### config.mk
export PLATFORM = sky130hd
export DESIGN_NAME = if_fetch_unit
export DESIGN_NICKNAME = d
export VERILOG_FILES = /design/src/rtl/mips_define.sv /design/src/rtl/if_hold_buffer.sv /design/src/rtl/if_fetch_unit.sv
export SDC_FILE = /design/constraint.sdc
export NUM_CORES = 1
export LEC_CHECK = 0
export CORE_MARGIN = 2
export CORE_UTILIZATION = 27
export DETAILED_ROUTE_END_ITERATION = 10
export GPL_TIMING_DRIVEN = 0
export HOLD_SLACK_MARGIN = 0.06
export PLACE_DENSITY = 0.53
export SLEW_MARGIN = 0
export SYNTH_ARGS = -nofsm -noshare
export SYNTH_HDL_FRONTEND = slang
export SYNTH_SLANG_ARGS = --single-unit
### constraint.sdc
create_clock -name clk -period 3.31 [get_ports clk]
set_clock_uncertainty 0.05 [all_clocks]
set_input_delay 0.662 -clock clk [delete_from_list [all_inputs] [get_ports clk]]
set_output_delay 0.662 -clock clk [all_outputs]
set_load 0.02 [all_outputs]
### src/rtl/mips_define.sv
// Shared MIPS pipeline definitions: pc_src encodings, NOP word, default reset PC.
package mips_define;

  localparam logic [1:0]  PC_NEXT      = 2'b00;
  localparam logic [1:0]  PC_JUMP      = 2'b01;
  localparam logic [1:0]  PC_BRANCH    = 2'b10;

  localparam logic [31:0] INST_NOP     = 32'h0000_0000;
  localparam logic [31:0] RESET_PC_DEF = 32'h0000_0000;

endpackage

### src/rtl/if_hold_buffer.sv
// One-entry skid register that parks a fetched word while the IF/ID register is stalled.
module if_hold_buffer
  import mips_define::*;
#(
  parameter int unsigned ADDR_W = 32
) (
  input  logic              clk,
  input  logic              rst,
  input  logic              load,
  input  logic              drain,
  input  logic              flush,
  input  logic [31:0]       word_in,
  input  logic [ADDR_W-1:0] addr_in,
  output logic [31:0]       word,
  output logic [ADDR_W-1:0] addr,
  output logic              full
);

  // Capture on load; drain and flush both empty the entry, contents are don't-care afterwards.
  always_ff @(posedge clk) begin
    if (rst) begin
      full <= 1'b0;
      word <= INST_NOP;
      addr <= '0;
    end else if (load) begin
      full <= 1'b1;
      word <= word_in;
      addr <= addr_in;
    end else if (drain || flush) begin
      full <= 1'b0;
    end
  end

endmodule

### src/rtl/if_fetch_unit.sv
// MIPS IF stage: PC register, req/ack instruction-memory handshake and the IF/ID register.
module if_fetch_unit
  import mips_define::*;
#(
  parameter int unsigned       ADDR_W   = 32,
  parameter logic [ADDR_W-1:0] RESET_PC = ADDR_W'(RESET_PC_DEF)
) (
  input  logic              clk,
  input  logic              rst,
  input  logic              if_en,
  input  logic [1:0]        pc_src,
  input  logic [ADDR_W-1:0] branch_target,
  input  logic [ADDR_W-1:0] jump_target,
  output logic              imem_req,
  output logic [ADDR_W-1:0] imem_addr,
  input  logic              imem_ack,
  input  logic [31:0]       imem_rdata,
  output logic [31:0]       inst_id,
  output logic [ADDR_W-1:0] pc_id,
  output logic [ADDR_W-1:0] pc_plus4_id,
  output logic              id_valid,
  output logic              fetch_stall
);

  localparam logic [0:0] S_FETCH = 1'b0;
  localparam logic [0:0] S_HOLD  = 1'b1;

  logic [0:0]        state_q, state_d;
  logic [ADDR_W-1:0] pc_q, pc_d;
  logic [ADDR_W-1:0] addr_q, addr_d;
  logic              req_q, req_d;
  logic              discard_q, discard_d;
  logic [31:0]       inst_q, inst_d;
  logic [ADDR_W-1:0] pc_id_q, pc_id_d;
  logic [ADDR_W-1:0] pc4_id_q, pc4_id_d;
  logic              valid_q, valid_d;

  logic              hold_load, hold_drain, hold_flush, hold_full;
  logic [31:0]       hold_word;
  logic [ADDR_W-1:0] hold_addr;

  logic              redirect;
  logic [ADDR_W-1:0] target_raw, target, pc_plus4, next_fetch;

  // ID-stage data is only trusted while the controller lets IF/ID advance.
  assign redirect   = if_en && ((pc_src == PC_JUMP) || (pc_src == PC_BRANCH));
  assign target_raw = (pc_src == PC_JUMP) ? jump_target : branch_target;
  assign target     = {target_raw[ADDR_W-1:2], 2'b00};
  assign pc_plus4   = pc_q + ADDR_W'(4);
  assign next_fetch = redirect ? target : pc_q;

  if_hold_buffer #(
    .ADDR_W (ADDR_W)
  ) u_hold (
    .clk     (clk),
    .rst     (rst),
    .load    (hold_load),
    .drain   (hold_drain),
    .flush   (hold_flush),
    .word_in (imem_rdata),
    .addr_in (addr_q),
    .word    (hold_word),
    .addr    (hold_addr),
    .full    (hold_full)
  );

  // Next-state logic for PC, fetch handshake and IF/ID register.
  always_comb begin
    state_d    = state_q;
    pc_d       = pc_q;
    addr_d     = addr_q;
    req_d      = req_q;
    discard_d  = discard_q;
    inst_d     = inst_q;
    pc_id_d    = pc_id_q;
    pc4_id_d   = pc4_id_q;
    valid_d    = valid_q;
    hold_load  = 1'b0;
    hold_drain = 1'b0;
    hold_flush = 1'b0;

    case (state_q)
      S_FETCH: begin
        if (!req_q) begin
          // First request after reset.
          req_d  = 1'b1;
          pc_d   = next_fetch;
          addr_d = next_fetch;
          if (if_en) begin
            valid_d = 1'b0;
            inst_d  = INST_NOP;
          end
        end else if (!imem_ack) begin
          if (if_en) begin
            valid_d = 1'b0;
            inst_d  = INST_NOP;
          end
          // The in-flight address stays put; its word is thrown away on arrival.
          if (redirect) begin
            pc_d      = target;
            discard_d = 1'b1;
          end
        end else if (discard_q) begin
          discard_d = 1'b0;
          pc_d      = next_fetch;
          addr_d    = next_fetch;
          if (if_en) begin
            valid_d = 1'b0;
            inst_d  = INST_NOP;
          end
        end else if (if_en) begin
          if (redirect) begin
            valid_d = 1'b0;
            inst_d  = INST_NOP;
            pc_d    = target;
            addr_d  = target;
          end else begin
            inst_d   = imem_rdata;
            pc_id_d  = addr_q;
            pc4_id_d = addr_q + ADDR_W'(4);
            valid_d  = 1'b1;
            pc_d     = pc_plus4;
            addr_d   = pc_plus4;
          end
        end else begin
          hold_load = 1'b1;
          state_d   = S_HOLD;
          req_d     = 1'b0;
        end
      end
      S_HOLD: begin
        if (if_en) begin
          state_d = S_FETCH;
          req_d   = 1'b1;
          if (redirect) begin
            hold_flush = 1'b1;
            valid_d    = 1'b0;
            inst_d     = INST_NOP;
            pc_d       = target;
            addr_d     = target;
          end else begin
            hold_drain = 1'b1;
            valid_d    = hold_full;
            inst_d     = hold_full ? hold_word : INST_NOP;
            pc_id_d    = hold_addr;
            pc4_id_d   = hold_addr + ADDR_W'(4);
            pc_d       = pc_plus4;
            addr_d     = pc_plus4;
          end
        end
      end
      default: state_d = S_FETCH;
    endcase
  end

  // State registers, synchronous reset.
  always_ff @(posedge clk) begin
    if (rst) begin
      state_q   <= S_FETCH;
      pc_q      <= RESET_PC;
      addr_q    <= RESET_PC;
      req_q     <= 1'b0;
      discard_q <= 1'b0;
      inst_q    <= INST_NOP;
      pc_id_q   <= '0;
      pc4_id_q  <= '0;
      valid_q   <= 1'b0;
    end else begin
      state_q   <= state_d;
      pc_q      <= pc_d;
      addr_q    <= addr_d;
      req_q     <= req_d;
      discard_q <= discard_d;
      inst_q    <= inst_d;
      pc_id_q   <= pc_id_d;
      pc4_id_q  <= pc4_id_d;
      valid_q   <= valid_d;
    end
  end

  // Output mapping; the stall flag reflects the live ack.
  always_comb begin
    imem_req    = req_q;
    imem_addr   = addr_q;
    inst_id     = inst_q;
    pc_id       = pc_id_q;
    pc_plus4_id = pc4_id_q;
    id_valid    = valid_q;
    fetch_stall = (state_q == S_FETCH) && req_q && (!imem_ack || discard_q);
  end

endmodule

==> results.py <==
metrics = {
    "status": {
        "outcome": "complete, but fails checks",
        "failed_checks": "negative setup slack",
    },
    "synthesis": {
        "synth.lib_cells_used.distinct": 81,
        "synthesis.nets": 1583,
        "yosys.area.top_type": "sky130_fd_sc_hd__dfxtp_1",
        "number_of_standard_cells_after_synthesis": 1478,
        "postSynth.topFlopCell": "sky130_fd_sc_hd__dfxtp_1",
        "commonest_cells_in_the_netlist": "sky130_fd_sc_hd__nand2_1 (231), sky130_fd_sc_hd__dfxtp_1 (227), sky130_fd_sc_hd__nor2_1 (128)",
        "post-synth-top-area-fraction_pct": 38.5,
        "mean_cell_area_of_the_mapped_netlist_sq_um": 7.99,
        "synth.cell_area_sq_um": 11800,
        "yosysWarnings": 0,
        "ys_top_cells_by_area": "sky130_fd_sc_hd__dfxtp_1 (38%), sky130_fd_sc_hd__nand2_1 (7.3%), sky130_fd_sc_hd__a21oi_1 (5.3%), sky130_fd_sc_hd__mux2i_1 (4.4%), sky130_fd_sc_hd__nor2_1 (4.1%)",
        "number_of_enable_flip_flop_cells_after_synthesis": 0,
        "postSynthRegisterBits": 227,
        "sequential_share_of_the_synthesized_area_pct": 38.5,
        "proportion_of_synthesized_flip_flops_having_asynchronous_set_or_reset_pct": 0,
        "synth.most_common_cell": "sky130_fd_sc_hd__nand2_1",
    },
    "setup_path": {
        "critPathMaxFanout": 10,
        "timing.setup.critical_path_class": "in2reg",
        "crit_arrival_ps": 3670,
        "cp_slowest_stage_delay_ps": 700,
        "setup.worst_path.start_class": "input port",
        "worst-endpoint-required_ps": 3630,
        "critPathCaptureType": "register",
        "path_common_cell": "sky130_fd_sc_hd__a2111oi_0",
        "cp_slowest_cell": "sky130_fd_sc_hd__o21ai_0",
        "critical_path.cell_chain": "clkdlybuf4s50_1 -> inv_1 -> ha_1 -> clkbuf_1 -> o21ai_0 -> a2111oi_0 -> a2111oi_0",
        "worst_r2r_startpoint": "state_q",
        "setup_slack_on_the_worst_flop_to_flop_path_ps": 210,
        "crit-reg2reg-capture": "pc_plus4_id[28]",
        "ff2ff_path_depth": 9,
    },
    "detailed_routing": {
        "post_detailed_route_count_of_antenna_violating_nets": 0,
        "drt-vias-per-instance": 5.55,
        "wirelength_um": 55600,
        "drt_pre_antenna_iters": 6,
        "route.detailed.drc": 0,
        "post_drt_wl_per_cell_um": 23.8,
        "drt_iter0_drc": 1166,
        "via_count": 13000,
    },
    "clocking": {
        "cts_tree": "built",
        "clk_latency_ps": 550,
        "clk_path_buf_depth": 3,
        "cts_root_buffer": "sky130_fd_sc_hd__clkbuf_16",
        "cts.sink_count": 227,
        "cts_post_setup_buffers_inserted": 0,
        "clock_transition_at_path_regs_ps": 60,
        "cts_inserted_buffers": 27,
        "h_tree_levels": 1,
        "cts_repair_resize_count": 12,
        "ctsHoldBuffers": 0,
    },
    "hold_path": {
        "min_delay_worst_endpoint": "u_hold.addr[1]",
        "hp-start": "u_hold.addr[1]",
        "worst_hold_path_type": "reg2reg",
        "hold_depth": 2,
    },
    "power": {
        "clkPwrFrac_pct": 40.9,
        "power-per-cell-area_nw_per_um2": 489,
        "max_vdd_drop_uv": 457,
        "power.net_switching_uw": 2370,
        "static-leakage-power_uw": 0.00524,
        "seqPwrFrac_pct": 39.6,
        "power.switching_fraction_pct": 30.7,
        "pwr-share-comb_pct": 19.4,
        "cell_internal_pwr_uw": 5340,
    },
    "floorplanning": {
        "die_h_um": 213,
        "std_cell_rows": 76,
        "core_area_sq_um": 43100,
        "chipWidth_um": 213,
        "ioPinCount": 233,
        "initial_utilization_pct": 27.4,
        "dieArea_sq_um": 45400,
    },
    "sta": {
        "fin_crit_ps": 3350,
        "tightest_slew_ps": 1440,
        "final_setup_violation_count": 1,
        "final_hold_violating_endpoints": 0,
        "final-max-slew-violation-count": 0,
        "postLayoutSetupSlackWorst_ps": -37.4,
        "timing.fmax_ghz": 0.299,
        "setup_total_negative_slack_ps": -37.4,
        "headroom_to_the_max_slew_limit_pct": 3.83,
        "finalCritPeriodShare_pct": 101,
        "grt_setup_unrepaired": "no",
    },
    "grt": {
        "antenna_found_initial": 5,
        "grt_use_total_pct": 24.0,
        "grt_max_degree": 20,
        "vias_in_the_first_global_route": 12600,
        "globalRoute.totalOverflow": 0,
        "global_route_wire_length_before_repair_um": 80900,
    },
    "cells_and_area": {
        "fin_area_sq_um": 15800,
        "post-route-util_pct": 36.6,
        "layout-drive-gt1-share_pct": 7.31,
        "nets": 1835,
        "area_delta_synth_final_pct": 33.5,
    },
    "placed_design": {
        "detailedPlacementHpwl_um": 41200,
        "port_buffers": 226,
        "pre_cts_slack_ps": -726,
        "final_estimated_routing_congestion_in_global_placement": 0.947,
        "postPlaceCellArea_sq_um": 14800,
    },
    "job": {
        "drv.max_cap_violation_count": 0,
    },
}
-- placed cells by master (no fill, tap or decap), drive strengths merged, types with 7 or more instances in the layout --
master | synthesis | routed
a211oi | 54 | 54
a21oi | 127 | 127
a22oi | 40 | 40
a2bb2oi | 32 | 32
a31oi | 17 | 17
and3 | 10 | 10
buf | 43 | 39
clkbuf | 94 | 133
clkdlybuf4s50 | 0 | 225
clkinv | 2 | 8
dfxtp | 227 | 227
inv | 13 | 14
mux2 | 15 | 15
mux2i | 52 | 52
nand2 | 231 | 231
nand3 | 58 | 58
nand3b | 7 | 7
nand4 | 19 | 19
nor2 | 128 | 128
nor2b | 10 | 10
nor3 | 30 | 30
nor4 | 24 | 24
o21ai | 61 | 61
o221ai | 8 | 8
o22ai | 20 | 20
o311ai | 8 | 8
o31ai | 9 | 9
or4 | 9 | 9
xnor2 | 19 | 19
xor2 | 7 | 7
-- worst max path at each step --
stage,startpoint,to,slack [ps],cells after the start
6_report,pc_src[1],imem_addr[27],-40,7
5_1_grt,pc_src[1],imem_addr[31],20,8
2_1_floorplan,state_q,pc_plus4_id[28],330,11
4_1_cts,pc_src[0],imem_addr[12],20,9
3_3_place_gp,pc_src[1],pc_q[17],-720,8
3_5_place_dp,pc_src[1],pc_plus4_id[5],-730,8
-- critical path: cells and delay by family --
family                     cells  cell delay [ps]
AOI/OAI and AO/OA              3             1440
adders and majority gates      1              490
buffers and inverters          3             1060
-- cell families (layout without fill, tap and decap cells) --
family,Yosys count,count (layout),share of synthesized area [%]
other,0,1,0
flip-flops,227,227,38.5
XOR/XNOR,26,26,1.93
buffers and inverters,152,424,5.41
adder cells (fa/ha/maj),3,3,0.318
multiplexers,67,67,5.84
AND/OR/NAND/NOR,560,560,22.7
AO/OA/AOI/OAI,443,443,25.3
-- state kept, by name (all words and copies together) (netlist names) --
register and flops:
discard_q 1, pc_q 32, inst_id 32, pc_plus4_id 30, imem_req 1, id_valid 1
u_hold.addr 32, u_hold.word 32, imem_addr 32, state_q 1, u_hold.full 1, pc_id 32
-- stage by stage --
step | power [uW] | std cells | hold slack, ps
3_5_place_dp | 4580 | 2290 | 400
6_report | 7710 | 2336 | 405
3_3_place_gp | 4570 | 2289 | 392
5_1_grt | 7970 | 2335 | 420
4_1_cts | 7720 | 2338 | 409
2_1_floorplan | 3850 | 1478 | 386
-- final cells by class --
class | instances | area [sq um]
multi-input cells | 1099 | 6650
clock buffers | 39 | 801
fillers | 4451 | 27300
inverters | 15 | 56.3
repair buffers | 227 | 2270
flip-flops and latches | 227 | 4540
plain buffers | 133 | 587
clock inverters | 10 | 129
well taps | 585 | 732
diodes | 1 | 2.50
-- power groups by stage --
stage | clock [uW] | sequential [uW] | combinational [uW]
after floorplan | 0 | 3130 | 716
after global placement | 0 | 3110 | 1460
after detailed placement | 0 | 3110 | 1470
after CTS | 3190 | 3050 | 1480
after global routing | 3300 | 3070 | 1600
final | 3160 | 3060 | 1500
-- routing by layer --
metal	vias to the layer above	track usage, %	share of wire [%]
met3	138	7.44	10
met2	693	36.8	43
met1	6192	31.0	42
met5	-	0	0.10
li1	5930	-	-
met4	8	9.99	4.7
(Power assumes the default switching activity.)
